`src/rtl/fetch_unit.sv`:
```
// fetch_unit: instruction fetch and next-PC selection for the MIPS core.
// Two-phase step per instruction: FETCH (memory req/ack) then ISSUE (decode
// and redirect select). Define FETCH_ALIGN_CHECK_EN to trap misaligned JR
// targets into a sticky ERROR state. Without it, JR targets are word-aligned
// by dropping the low bits, and misalign_err reads 0.
module fetch_unit #(
  parameter logic [31:0] RESET_PC = 32'h0000_0000
) (
  input  logic        clk,
  input  logic        rst,
  output logic        imem_req,
  output logic [31:0] imem_addr,
  input  logic [31:0] imem_rdata,
  input  logic        imem_ack,
  output logic [31:0] instr,
  output logic        instr_valid,
  output logic [31:0] pc,
  output logic [31:0] pc_plus4,
  input  logic        stall,
  input  logic        branch,
  input  logic [2:0]  branch_type,
  input  logic        jump,
  input  logic        jr,
  input  logic [31:0] rs_val,
  input  logic [31:0] rt_val,
  output logic        taken,
  output logic [31:0] retired_cnt,
  output logic        misalign_err
);

  // Branch type encodings from the decoder
  localparam logic [2:0] BT_BEQ  = 3'd0;
  localparam logic [2:0] BT_BNE  = 3'd1;
  localparam logic [2:0] BT_BLTZ = 3'd2;
  localparam logic [2:0] BT_BGEZ = 3'd3;
  localparam logic [2:0] BT_BLEZ = 3'd4;
  localparam logic [2:0] BT_BGTZ = 3'd5;

`ifdef FETCH_ALIGN_CHECK_EN
  typedef enum logic [1:0] {S_FETCH = 2'd0, S_ISSUE = 2'd1, S_ERROR = 2'd2} state_e;
`else
  typedef enum logic [1:0] {S_FETCH = 2'd0, S_ISSUE = 2'd1} state_e;
`endif

  state_e      state_q, state_d;
  logic [31:0] pc_q, pc_d;
  logic [31:0] instr_q, instr_d;
  logic [31:0] ret_q, ret_d;

  logic        cond;
  logic        redirect;
  logic        err_fire;
  logic        retire;
  logic        fetch_fire;
  logic [31:0] next_pc;
  logic [31:0] br_tgt;
  logic [31:0] j_tgt;
  logic [31:0] jr_tgt;

  assign pc_plus4  = pc_q + 32'd4;
  assign pc        = pc_q;
  assign imem_addr = pc_q;
  assign instr     = instr_q;
  assign retired_cnt = ret_q;

  assign br_tgt = pc_plus4 + {{14{instr_q[15]}}, instr_q[15:0], 2'b00};
  assign j_tgt  = {pc_plus4[31:28], instr_q[25:0], 2'b00};

`ifdef FETCH_ALIGN_CHECK_EN
  // Misaligned targets never reach the PC; they divert to ERROR instead.
  assign jr_tgt   = rs_val;
  assign err_fire = instr_valid && !stall && jr && (rs_val[1:0] != 2'b00);
`else
  assign jr_tgt   = {rs_val[31:2], 2'b00};
  assign err_fire = 1'b0;
`endif

  // Signed branch condition evaluation; codes 6 and 7 are never taken
  always_comb begin
    cond = 1'b0;
    case (branch_type)
      BT_BEQ:  cond = (rs_val == rt_val);
      BT_BNE:  cond = (rs_val != rt_val);
      BT_BLTZ: cond = rs_val[31];
      BT_BGEZ: cond = !rs_val[31];
      BT_BLEZ: cond = rs_val[31] || (rs_val == 32'd0);
      BT_BGTZ: cond = !rs_val[31] && (rs_val != 32'd0);
      default: cond = 1'b0;
    endcase
  end

  // Next-PC priority: JR, then J, then taken branch, then fall-through
  always_comb begin
    next_pc  = pc_plus4;
    redirect = 1'b0;
    if (jr) begin
      next_pc  = jr_tgt;
      redirect = 1'b1;
    end else if (jump) begin
      next_pc  = j_tgt;
      redirect = 1'b1;
    end else if (branch && cond) begin
      next_pc  = br_tgt;
      redirect = 1'b1;
    end
  end

  assign taken      = instr_valid && redirect;
  assign fetch_fire = (state_q == S_FETCH) && imem_ack;
  assign retire     = instr_valid && !stall && !err_fire;

  // FSM state register
  always_ff @(posedge clk) begin
    if (rst) state_q <= S_FETCH;
    else     state_q <= state_d;
  end

  // FSM next-state logic
  always_comb begin
    state_d = state_q;
    case (state_q)
      S_FETCH: if (imem_ack) state_d = S_ISSUE;
      S_ISSUE: begin
        if (!stall) begin
          if (err_fire) begin
`ifdef FETCH_ALIGN_CHECK_EN
            state_d = S_ERROR;
`endif
          end else begin
            state_d = S_FETCH;
          end
        end
      end
`ifdef FETCH_ALIGN_CHECK_EN
      S_ERROR: state_d = S_ERROR;
`endif
      default: state_d = S_FETCH;
    endcase
  end

  // FSM outputs, decoded from the state register only
  always_comb begin
    imem_req    = 1'b0;
    instr_valid = 1'b0;
    case (state_q)
      S_FETCH: imem_req    = 1'b1;
      S_ISSUE: instr_valid = 1'b1;
      default: ;
    endcase
  end

  // Datapath next-state: capture fetched word, advance PC and count on retire
  always_comb begin
    pc_d    = pc_q;
    instr_d = instr_q;
    ret_d   = ret_q;
    if (fetch_fire) instr_d = imem_rdata;
    if (retire) begin
      pc_d  = next_pc;
      ret_d = ret_q + 32'd1;
    end
  end

  // Datapath registers; reset discards any in-flight fetch data
  always_ff @(posedge clk) begin
    if (rst) begin
      pc_q    <= RESET_PC;
      instr_q <= 32'd0;
      ret_q   <= 32'd0;
    end else begin
      pc_q    <= pc_d;
      instr_q <= instr_d;
      ret_q   <= ret_d;
    end
  end

`ifdef FETCH_ALIGN_CHECK_EN
  logic mis_q;

  // Sticky misaligned-JR flag, cleared only by reset
  always_ff @(posedge clk) begin
    if (rst)           mis_q <= 1'b0;
    else if (err_fire) mis_q <= 1'b1;
  end

  assign misalign_err = mis_q;
`else
  assign misalign_err = 1'b0;
`endif

endmodule

```
`config.mk`:
```
export PLATFORM = sky130hd
export DESIGN_NAME = fetch_unit
export DESIGN_NICKNAME = d
export VERILOG_FILES = /design/src/rtl/fetch_unit.sv
export SDC_FILE = /design/constraint.sdc
export NUM_CORES = 1
export LEC_CHECK = 0
export BUFFER_PORTS_ARGS = -buffer_cell sky130_fd_sc_hd__buf_2
export CORE_MARGIN = 2
export CORE_UTILIZATION = 30
export CTS_CLUSTER_DIAMETER = 80
export DETAILED_ROUTE_END_ITERATION = 10
export SYNTH_ARGS = -nofsm -noshare
export SYNTH_HDL_FRONTEND = slang
export SYNTH_SLANG_ARGS = --single-unit
```
`constraint.sdc`:
```
create_clock -name clk -period 5.8 [get_ports clk]
set_clock_uncertainty 0.05 [all_clocks]
set_input_delay 0 -clock clk [delete_from_list [all_inputs] [get_ports clk]]
set_output_delay 0 -clock clk [all_outputs]
set_load 0.03 [all_outputs]
```
==> reports/metrics.yaml <==
placement:
  dpl.hpwl_um: 21700
  gp_congestion: 0.920
  portBuffers: 262
floorplan:
  initial_core_util_pct: 30.3
  fp.dieW_um: 160
  rows: 57
  die_area_mm2: 0.0256
  coreArea_mm2: 0.0241
  die_y_um: 160
  boundaryPins: 270
pwr:
  power_leakage_nw: 4.44
  power_mw: 1.85
  ir_drop_v: 0.000119
  p_per_area_mw_per_mm2: 196
layout:
  drive_above_1_share_pct: 24.9
  layout.nets: 1346
  n_antenna_cell: 0
  fill_cells: 2542
  layout_common_cells: "buf_2, nand2_1, dfxtp_1"
  layout_commonest_cell: "buf_2"
  area_growth_pct: 28.9
critical_path:
  critical_path.startpoint: "imem_addr[2]"
  cp_max_fo: 6
  end_kind: "register"
  critPathKind: "register to register"
  worstPathArrival_ps: 4630
  cp.required_ps: 6000
  critPathLaunchType: "register"
  rr_startpoint: "imem_addr[2]"
status:
  status: "complete, no violations"
routing:
  routed_wl_um: 28800
  via_per_inst: 5.22
  wl_per_cell_um: 18.8
  drc: 0
  drt_iter0_drc: 541
  antenna_left: 0
  m1WireLength_um: 12600
  met3_length_um: 2310
  routed.top_layer: "met4"
  wl_met2_um: 13100
  num_vias: 7985
  first_pass_iters: 5
clock_tree:
  clock_latency_ps: 360
  cts_setup_buffers: 0
  cts_num_sinks: 95
  cts_max_level: 3
  cts_made_buffers: 9
  path_clk_slew_ps: 80
  cts_tree: "yes"
  root_buffer: "clkbuf_16"
  clock_path_buffers: 2
yosys:
  post_synth_instance_area_mm2: 0.00731
  synthCells: 950
  synth.yosys.seq_area_share_pct: 26.0
  synth_top_area_cell: "dfxtp_1"
  synth-edff-count: 0
  postSynthAreaPerCell_um2: 7.69
  ys_seq_elements: 95
  yosys_warnings: 0
  yosysUniqueCellTypes: 71
  ys.flop_type: "dfxtp_1"
  synthTopCellsByArea: "dfxtp_1, xor2_1, nand2_1"
  async_reset_ff_share_pct: 0
  yosys.area.top_type_share_pct: 26.0
grt:
  grt_max_degree: 57
  grt_pass1_vias: 7768
  grt_overflow: 0
  grt_use_total_pct: 21.8
  antenna_found_initial: 0
  grt_pass1_wl_um: 44000
timing:
  tns_ps: 0
  tightest_slew_ps: 1050
  finalSetupViolCount: 0
  slew_headroom_pct: 29.8
  fin_crit_ps: 4430
  period_share_pct: 76.3
  finalHoldViolations: 0
  final-max-slew-violation-count: 0
  rsz0062_at_grt: "no"
  fmax_mhz: 226
  hold_ws_ps: 19.1
min_path:
  hp-start: "rs_val[6]"
  hp-class: "input pin to register"
job:
  maxCapViolCount: 0
-- repair_timing --
action | in CTS | in global routing
hold endpoints to repair | 44 | 0
resized for setup | 0 | 0
hold buffers | 44 | 0
-- area by class of cell --
cell class | instances | area, um^2 | share of cell area (%)
clock buffer | 9 | 225 | 2.39
clock inverter | 7 | 83.8 | 0.890
inverter | 13 | 48.8 | 0.518
multi-input combinational | 768 | 4940 | 52.4
sequential | 95 | 1900 | 20.2
tap | 324 | 405 | 4.30
timing repair buffer | 315 | 1820 | 19.3
-- state kept, by name (all words and copies together) (netlist names) --
signal,count
instr,32
retired_cnt,32
imem_addr,30
state_q,1
-- where the power goes --
group	internal, mW	switching [mW]	total (mW)
clock	0.311	0.327	0.638
sequential	0.676	0.0405	0.717
combinational	0.174	0.317	0.491
total	1.16	0.684	1.85
-- synthesized netlist by cell type, types with 4 or more instances --
| cell type | instances |
|---|---|
| nand2b_1 | 6 |
| a211oi_1 | 16 |
| a211o_1 | 4 |
| o21ai_1 | 23 |
| a31oi_1 | 6 |
| a21o_1 | 15 |
| xor2_1 | 70 |
| or3_1 | 11 |
| nand4_1 | 22 |
| and4_1 | 4 |
| buf_4 | 37 |
| and3_1 | 17 |
| a32oi_1 | 4 |
| dfxtp_1 | 95 |
| xnor2_1 | 34 |
| nor2b_1 | 6 |
| a21oi_1 | 87 |
| o21a_1 | 21 |
| nand2_1 | 129 |
| nor2_1 | 74 |
| mux2_1 | 18 |
| o211ai_1 | 7 |
| o31ai_1 | 5 |
| mux2i_1 | 5 |
| buf_1 | 4 |
| clkbuf_1 | 35 |
| nor4_1 | 22 |
| nor3_1 | 14 |
| o21ai_0 | 24 |
| a221oi_1 | 4 |
| nand3_1 | 29 |
| inv_1 | 12 |
| ha_1 | 37 |
-- metal layers --
metal / vias to the layer above / track usage, %
met5: - / 0
met4: 0 / 7.25
met3: 46 / 5.01
met2: 359 / 36.4
li1: 3882 / -
met1: 3698 / 27.7
-- worst max-delay path, cell delays in order (launching register included) --
cell      delay [ps]
dfxtp_1          420
ha_1             240
nand4_1          330
nor3_1           700
nand2_1          220
xnor2_1          220
ha_1             410
and4_1           230
or3b_1           370
a2111o_1         360
o211ai_1         160
nand3_1          120
nand3_1          110
nor4_1            60
a311o_1          320
-- kinds of logic after synthesis --
| group | after synthesis | synth area share (%) |
|---|---|---|
| flops | 95 | 26.0 |
| mux | 25 | 3.77 |
| xor+xnor | 105 | 12.7 |
| compound gates | 244 | 21.1 |
| simple gates | 349 | 22.9 |
| fa+ha+maj | 38 | 6.61 |
| buf+inv | 93 | 6.83 |
| other cells | 1 | 0.0513 |
-- worst paths after layout --
check                                      to  slack [ps]  depth (start not counted)
worst min register to register      instr[31]         400                          2
worst max-delay path            imem_addr[31]        1370                         14
worst min-delay path             imem_addr[6]          20                          3
worst max register to register  imem_addr[31]        1370                         14
-- through the flow --
stage	instance area, um^2	setup slack [ps]	utilization [%]	cells
final	9420	1370	39.1	1531
after global routing	9420	1010	39.1	1531
after CTS	9420	1400	39.1	1531
after detailed placement	8670	1470	36.0	1471
after global placement	8670	1600	36.0	1471
after floorplan	7330	1480	-	956
(Power assumes the default switching activity.)
